File: config.mk
export PLATFORM = sky130hd
export DESIGN_NAME = pipe_core_fwd
export DESIGN_NICKNAME = d
export VERILOG_FILES = /design/src/rtl/pipe_core_fwd.sv
export SDC_FILE = /design/constraint.sdc
export NUM_CORES = 1
export LEC_CHECK = 0
export ABC_AREA = 0
export CAP_MARGIN = 20
export CORE_MARGIN = 5
export CORE_UTILIZATION = 40
export DETAILED_ROUTE_END_ITERATION = 12
export PLACE_DENSITY = 0.61
export SLEW_MARGIN = 10
export SYNTH_ARGS = -nofsm -noshare
export SYNTH_HDL_FRONTEND = slang
export SYNTH_SLANG_ARGS = --single-unit
File: constraint.sdc
create_clock -name CLK -period 16.05 [get_ports CLK]
set_input_delay 2.4075 -clock CLK [delete_from_list [all_inputs] [get_ports CLK]]
set_output_delay 2.4075 -clock CLK [all_outputs]
set_load 0.01 [all_outputs]
File: src/rtl/pipe_core_fwd.sv
`default_nettype none
// ============================================================================
// Module   : pipe_core_fwd
// Brief    : Parametrised five-stage in-order core (IF/ID/EX/MEM/WB) with
//            EX-stage forwarding, load-use stall, EX branch resolution and
//            a retired-instruction counter. ADV gates every state update.
// Revision : 1.0 - initial release
// ============================================================================
module pipe_core_fwd #(
    parameter int DATA_W = 16,
    parameter int ADDR_W = 8,
    parameter int CNT_W  = 32
) (
    input  logic              CLK,
    input  logic              RST,
    input  logic              ADV,
    output logic [ADDR_W-1:0] imem_addr,
    input  logic [15:0]       imem_rdata,
    output logic [ADDR_W-1:0] dmem_addr,
    input  logic [DATA_W-1:0] dmem_rdata,
    output logic              dmem_we,
    output logic [DATA_W-1:0] dmem_wdata,
    input  logic [3:0]        dbg_ra,
    output logic [DATA_W-1:0] dbg_rd,
    output logic              stall,
    output logic              flush,
    output logic [CNT_W-1:0]  retired
);

    localparam logic [3:0] c_OP_NOP  = 4'd0;
    localparam logic [3:0] c_OP_ADD  = 4'd1;
    localparam logic [3:0] c_OP_SUB  = 4'd2;
    localparam logic [3:0] c_OP_AND  = 4'd3;
    localparam logic [3:0] c_OP_OR   = 4'd4;
    localparam logic [3:0] c_OP_LI   = 4'd5;
    localparam logic [3:0] c_OP_LD   = 4'd6;
    localparam logic [3:0] c_OP_ST   = 4'd7;
    localparam logic [3:0] c_OP_BEQZ = 4'd8;

    // Ops that produce a register result (ALU, LI, LD).
    function automatic logic f_writes(input logic [3:0] op);
        return (op >= c_OP_ADD) && (op <= c_OP_LD);
    endfunction

    // ALU ops write field c; LI and LD write field a.
    function automatic logic [3:0] f_dest(input logic [3:0] op,
                                          input logic [3:0] a,
                                          input logic [3:0] c);
        return (op >= c_OP_ADD && op <= c_OP_OR) ? c : a;
    endfunction

    function automatic logic f_reads_a(input logic [3:0] op);
        return (op >= c_OP_ADD && op <= c_OP_OR) || (op == c_OP_ST) || (op == c_OP_BEQZ);
    endfunction

    function automatic logic f_reads_b(input logic [3:0] op);
        return (op >= c_OP_ADD && op <= c_OP_OR) || (op == c_OP_LD) || (op == c_OP_ST);
    endfunction

    // ------------------------------------------------------------------
    // State
    // ------------------------------------------------------------------
    logic [ADDR_W-1:0] r_pc;
    logic [15:0]       r_ifid_instr;

    logic [3:0]        r_idex_op;
    logic [3:0]        r_idex_a;
    logic [3:0]        r_idex_b;
    logic [3:0]        r_idex_c;
    logic [7:0]        r_idex_imm;
    logic [DATA_W-1:0] r_idex_va;
    logic [DATA_W-1:0] r_idex_vb;

    logic [3:0]        r_exmem_op;
    logic [3:0]        r_exmem_dest;
    logic              r_exmem_wr;
    logic [DATA_W-1:0] r_exmem_res;
    logic [ADDR_W-1:0] r_exmem_addr;
    logic [DATA_W-1:0] r_exmem_sdata;

    logic [3:0]        r_memwb_op;
    logic [3:0]        r_memwb_dest;
    logic              r_memwb_wr;
    logic [DATA_W-1:0] r_memwb_val;

    logic [DATA_W-1:0] r_rf [16];
    logic [CNT_W-1:0]  r_retired;

    // ------------------------------------------------------------------
    // ID stage: decode and register read with write-through from WB
    // ------------------------------------------------------------------
    logic [3:0]        w_id_op;
    logic [3:0]        w_id_a;
    logic [3:0]        w_id_b;
    logic [3:0]        w_id_c;
    logic [7:0]        w_id_imm;
    logic [DATA_W-1:0] w_id_va;
    logic [DATA_W-1:0] w_id_vb;

    assign w_id_op  = r_ifid_instr[15:12];
    assign w_id_a   = r_ifid_instr[11:8];
    assign w_id_b   = r_ifid_instr[7:4];
    assign w_id_c   = r_ifid_instr[3:0];
    assign w_id_imm = r_ifid_instr[7:0];

    assign w_id_va = (r_memwb_wr && (r_memwb_dest == w_id_a)) ? r_memwb_val : r_rf[w_id_a];
    assign w_id_vb = (r_memwb_wr && (r_memwb_dest == w_id_b)) ? r_memwb_val : r_rf[w_id_b];

    // A load in EX whose destination is a live source of the ID instruction.
    assign stall = (r_idex_op == c_OP_LD) &&
                   ((f_reads_a(w_id_op) && (w_id_a == r_idex_a)) ||
                    (f_reads_b(w_id_op) && (w_id_b == r_idex_a)));

    // ------------------------------------------------------------------
    // EX stage: operand forwarding, ALU, branch resolution
    // ------------------------------------------------------------------
    logic              w_exmem_fwd_ok;
    logic [DATA_W-1:0] w_mem_val;
    logic [DATA_W-1:0] w_ex_va;
    logic [DATA_W-1:0] w_ex_vb;
    logic [DATA_W-1:0] w_ex_sext;
    logic [DATA_W-1:0] w_ex_res;

    // Load data is not available until the MEM/WB register, so EX/MEM
    // only forwards non-load results.
    assign w_exmem_fwd_ok = r_exmem_wr && (r_exmem_op != c_OP_LD);
    assign w_mem_val      = (r_exmem_op == c_OP_LD) ? dmem_rdata : r_exmem_res;

    assign w_ex_va = (w_exmem_fwd_ok && (r_exmem_dest == r_idex_a)) ? r_exmem_res :
                     (r_memwb_wr && (r_memwb_dest == r_idex_a))     ? r_memwb_val :
                                                                      r_idex_va;
    assign w_ex_vb = (w_exmem_fwd_ok && (r_exmem_dest == r_idex_b)) ? r_exmem_res :
                     (r_memwb_wr && (r_memwb_dest == r_idex_b))     ? r_memwb_val :
                                                                      r_idex_vb;

    generate
        if (DATA_W > 8) begin : g_sext_wide
            assign w_ex_sext = {{(DATA_W-8){r_idex_imm[7]}}, r_idex_imm};
        end else begin : g_sext_narrow
            assign w_ex_sext = r_idex_imm;
        end
    endgenerate

    // ALU result for the op currently in EX.
    always_comb begin
        w_ex_res = '0;
        case (r_idex_op)
            c_OP_ADD: w_ex_res = w_ex_va + w_ex_vb;
            c_OP_SUB: w_ex_res = w_ex_va - w_ex_vb;
            c_OP_AND: w_ex_res = w_ex_va & w_ex_vb;
            c_OP_OR:  w_ex_res = w_ex_va | w_ex_vb;
            c_OP_LI:  w_ex_res = w_ex_sext;
            default:  w_ex_res = '0;
        endcase
    end

    assign flush = (r_idex_op == c_OP_BEQZ) && (w_ex_va == '0);

    // ------------------------------------------------------------------
    // Outputs
    // ------------------------------------------------------------------
    assign imem_addr  = r_pc;
    assign dmem_addr  = r_exmem_addr;
    assign dmem_wdata = r_exmem_sdata;
    assign dmem_we    = ADV && (r_exmem_op == c_OP_ST);
    assign dbg_rd     = r_rf[dbg_ra];
    assign retired    = r_retired;

    // Pipeline registers; a taken branch wins over a load-use stall.
    always_ff @(posedge CLK or posedge RST) begin
        if (RST) begin
            r_pc          <= '0;
            r_ifid_instr  <= '0;
            r_idex_op     <= c_OP_NOP;
            r_idex_a      <= '0;
            r_idex_b      <= '0;
            r_idex_c      <= '0;
            r_idex_imm    <= '0;
            r_idex_va     <= '0;
            r_idex_vb     <= '0;
            r_exmem_op    <= c_OP_NOP;
            r_exmem_dest  <= '0;
            r_exmem_wr    <= 1'b0;
            r_exmem_res   <= '0;
            r_exmem_addr  <= '0;
            r_exmem_sdata <= '0;
            r_memwb_op    <= c_OP_NOP;
            r_memwb_dest  <= '0;
            r_memwb_wr    <= 1'b0;
            r_memwb_val   <= '0;
        end else if (ADV) begin
            if (flush) begin
                r_pc         <= r_idex_imm[ADDR_W-1:0];
                r_ifid_instr <= '0;
            end else if (!stall) begin
                r_pc         <= r_pc + ADDR_W'(1);
                r_ifid_instr <= imem_rdata;
            end

            if (flush || stall) begin
                r_idex_op  <= c_OP_NOP;
                r_idex_a   <= '0;
                r_idex_b   <= '0;
                r_idex_c   <= '0;
                r_idex_imm <= '0;
                r_idex_va  <= '0;
                r_idex_vb  <= '0;
            end else begin
                r_idex_op  <= w_id_op;
                r_idex_a   <= w_id_a;
                r_idex_b   <= w_id_b;
                r_idex_c   <= w_id_c;
                r_idex_imm <= w_id_imm;
                r_idex_va  <= w_id_va;
                r_idex_vb  <= w_id_vb;
            end

            r_exmem_op    <= r_idex_op;
            r_exmem_dest  <= f_dest(r_idex_op, r_idex_a, r_idex_c);
            r_exmem_wr    <= f_writes(r_idex_op);
            r_exmem_res   <= w_ex_res;
            r_exmem_addr  <= w_ex_vb[ADDR_W-1:0];
            r_exmem_sdata <= w_ex_va;

            r_memwb_op    <= r_exmem_op;
            r_memwb_dest  <= r_exmem_dest;
            r_memwb_wr    <= r_exmem_wr;
            r_memwb_val   <= w_mem_val;
        end
    end

    // Register file write-back.
    always_ff @(posedge CLK or posedge RST) begin
        if (RST) begin
            for (int i = 0; i < 16; i++) begin
                r_rf[i] <= '0;
            end
        end else if (ADV && r_memwb_wr) begin
            r_rf[r_memwb_dest] <= r_memwb_val;
        end
    end

    // Count real instructions (ops 1-8) leaving WB.
    always_ff @(posedge CLK or posedge RST) begin
        if (RST) begin
            r_retired <= '0;
        end else if (ADV && (r_memwb_op >= c_OP_ADD) && (r_memwb_op <= c_OP_BEQZ)) begin
            r_retired <= r_retired + CNT_W'(1);
        end
    end

endmodule
`default_nettype wire

==> impl_metrics.env <==
export IMPL_ys_flop_type="dfrtp_1"
export IMPL_start_kind="input port"
export IMPL_vias_per_cell=6.019
export IMPL_layout_worst_path_cycle_share_pct=47.49
export IMPL_pin_count=122
export IMPL_maxSlewHeadroom_pct=33.97
export IMPL_cp_required_ps=13640
export IMPL_yosys_top_cells_count="434 x dfrtp_1, 293 x mux2_2, 240 x mux4_2"
export IMPL_placed_cells=2871
export IMPL_critPathMaxFanout=33
export IMPL_yosysWarningCount=0
export IMPL_regToRegSetupSlack_ps=9990
export IMPL_seqCellArea_sq_mm=0.01087
export IMPL_min_to="r_ifid_instr[0]$_DFFE_PP0P_"
export IMPL_postCtsSetupBuffers=0
export IMPL_period_minus_slack_ps=7622
export IMPL_gp_congestion=0.8919
export IMPL_postSynthCellCount=2040
export IMPL_status="finished clean"
export IMPL_drt_first_iter_violations=1705
export IMPL_hp_class="reg -> reg"
export IMPL_p_leak_nw=12.21
export IMPL_drive_above_1_share_pct=33.00
export IMPL_powerDensity_mw_per_mm2=172.7
export IMPL_ys_seq_area_share_pct=42.45
export IMPL_critPathArrivalTime_ps=5210
export IMPL_cts_buffers=51
export IMPL_async_reset_ff_share_pct=100.0
export IMPL_dpl_hpwl_um=48190
export IMPL_final_cells=2967
export IMPL_drt_wl_total_um=72690
export IMPL_setup_viol=0
export IMPL_slowest_delay_ps=630
export IMPL_dr_pass1_iters=5
export IMPL_hold_depth=2
export IMPL_ant_nets=0
export IMPL_final_max_slew_viol_count=0
export IMPL_die_y_um=262.9
export IMPL_io_buffers=121
export IMPL_htreeDepth=2
export IMPL_synth_area_per_cell_sq_um=12.54
export IMPL_vdd_drop_max_mv=0.1148
export IMPL_clk_pin_slew_ps=60
export IMPL_syn_to_final_growth_pct=14.65
export IMPL_crit_family="buffers and inverters"
export IMPL_antenna_cells=0
export IMPL_path_buf_inv=3
export IMPL_ys_ff_latch=434
export IMPL_synth_area_top_cells="dfrtp_1 42%, mux4_2 21%, mux2_2 13%"
export IMPL_fin_skew_ps=20.77
export IMPL_drc=0
export IMPL_rsz0062_at_grt="false"
export IMPL_min_delay_start="r_ifid_instr[0]$_DFFE_PP0P_"
export IMPL_grt_max_degree=83
export IMPL_worstSetupPathType="in -> out"
export IMPL_cts_root_buf="clkbuf_16"
export IMPL_cts_resized=0
export IMPL_start_util_pct=40.48
export IMPL_num_fill_cells=5583
export IMPL_synth_cell_types=70
export IMPL_critical_path_endpoint_type="output pin"
export IMPL_r2r_end="r_exmem_res[13]$_DFFE_PP0P_"
export IMPL_grt_pass1_wl_um=113500
export IMPL_fin_nets=2139
export IMPL_insertion_delay_ps=600
export IMPL_grt_overflow=0
export IMPL_core_sq_mm=0.06320
export IMPL_clock_sinks=434
export IMPL_wl_per_cell_um=24.50
export IMPL_synth_top_cell_area_share_pct=42.45
export IMPL_syn_nets=2099
export IMPL_hold_buffers=0
export IMPL_synth_edf_count=0
export IMPL_grt_pass1_vias=18372
export IMPL_dieArea_sq_mm=0.06911
export IMPL_die_w_um=262.9
export IMPL_multi_input_area_sq_mm=0.01375
export IMPL_tns_ps=0
export IMPL_rows=92
export IMPL_drv_cap=0
export IMPL_finalPower_mw=5.064
export IMPL_vias=17858
export IMPL_fmax_mhz=131.2
export IMPL_syn_cell_area_sq_mm=0.02558
export IMPL_synth_largest_area_cell="dfrtp_1"
export IMPL_clk_path_buf_depth=3
export IMPL_rr_worst_depth=20
export IMPL_reg2reg_from="r_memwb_dest[1]$_DFFE_PP0P_"
export IMPL_synth_most_common_cell="dfrtp_1"
export IMPL_grtUsageTotal_pct=20.63
export IMPL_worstPathCellList="buf_4, buf_4, mux4_2, mux4_2, clkdlybuf4s50_1"
export IMPL_cts_tree="yes"
export IMPL_final_hold_viol_count=0
export IMPL_slowest_stage="buf_4"
export IMPL_tightest_slew_ps=990.4
export IMPL_antenna_found_initial=0
-- sequential cells by signal (all words and copies together) (netlist names), 8 cells and up --
signal        count
r_ifid_instr     16
r_idex_vb        16
r_idex_va        16
r_rf            256
r_memwb_val      16
dmem_addr         8
imem_addr         8
dmem_wdata       16
r_exmem_res      16
retired          32
-- worst min-delay path, cell delays in order (launching register included) --
cell	delay [ps]
dfrtp_1	340
nand2_1	50
o21ai_0	60
-- per-layer routing --
metal | wire (um) | track usage, % | up-vias
met5 | 0 | 0 | -
li1 | - | - | 7764
met4 | 1846 | 5.441 | 0
met1 | 30830 | 28.87 | 9245
met2 | 34560 | 33.28 | 721
met3 | 5449 | 4.119 | 128
-- layout make-up --
class                           instances  share of cell area [%]
Multi-Input combinational cell       1346                   46.89
Sequential cell                       434                   37.06
Timing Repair Buffer                  163                   5.307
Clock buffer                           66                   4.850
Tap cell                              846                   3.609
Clock inverter                         28                   1.186
Inverter                               84                   1.101
-- where the power goes --
part           switching (mW)  internal, mW  total [mW]
combinational           0.953          1.07        2.02
clock                   0.489         0.725        1.21
sequential              0.410          1.42        1.83
-- per-stage QoR --
step	worst slack (ps)	instance area, sq um	hold WS (ps)	utilization, %
finish	8428	29330	484.3	46.41
CTS	8361	29280	490.3	46.33
global placement	8421	27510	462.5	43.52
global route	8206	29330	512.1	46.41
detailed placement	8339	27510	475.6	43.52
floorplan	1554	25580	449.7	-
-- cells in the final DEF (no fill, tap or decap), types with 7 or more instances in the layout --
master	n
a221oi_1	9
clkbuf_16	51
mux2_2	293
nand3_1	32
o22ai_1	50
nand2b_1	11
dfrtp_1	430
inv_1	82
mux2i_1	44
a31oi_1	15
nor3_1	19
ha_1	19
xnor2_1	60
xor2_1	31
nor4_1	7
clkdlybuf4s50_1	118
clkbuf_8	9
nor2_1	99
clkinv_2	14
buf_4	42
o21ai_1	11
nand2_1	122
a21oi_1	82
and3_1	10
mux4_2	240
o21ai_0	72
a211oi_1	9
nand4_1	15
-- how the worst max path moves through the flow --
stage	end	slack, ps	depth (start not counted)	from
after floorplan	dmem_addr[0]$_DFFE_PP0P_	1550	1	RST
after global placement	dbg_rd[3]	8420	5	dbg_ra[0]
after detailed placement	dbg_rd[3]	8340	5	dbg_ra[0]
after CTS	dbg_rd[3]	8360	5	dbg_ra[0]
after global routing	dbg_rd[8]	8210	5	dbg_ra[0]
final	dbg_rd[8]	8430	5	dbg_ra[0]
-- kinds of logic (layout without fill, tap and decap cells) --
family | Yosys count | in the layout | synth area share (%)
muxes | 577 | 577 | 35.75
buffers and inverters | 260 | 341 | 4.069
xor gates and xnor gates | 91 | 91 | 3.116
AOI/OAI and AO/OA | 294 | 294 | 6.984
and+or+nand+nor | 364 | 364 | 6.622
DFF | 434 | 434 | 42.45
adders and majority gates | 20 | 20 | 1.008
No activity file was read; power rests on OpenSTA's default activity.
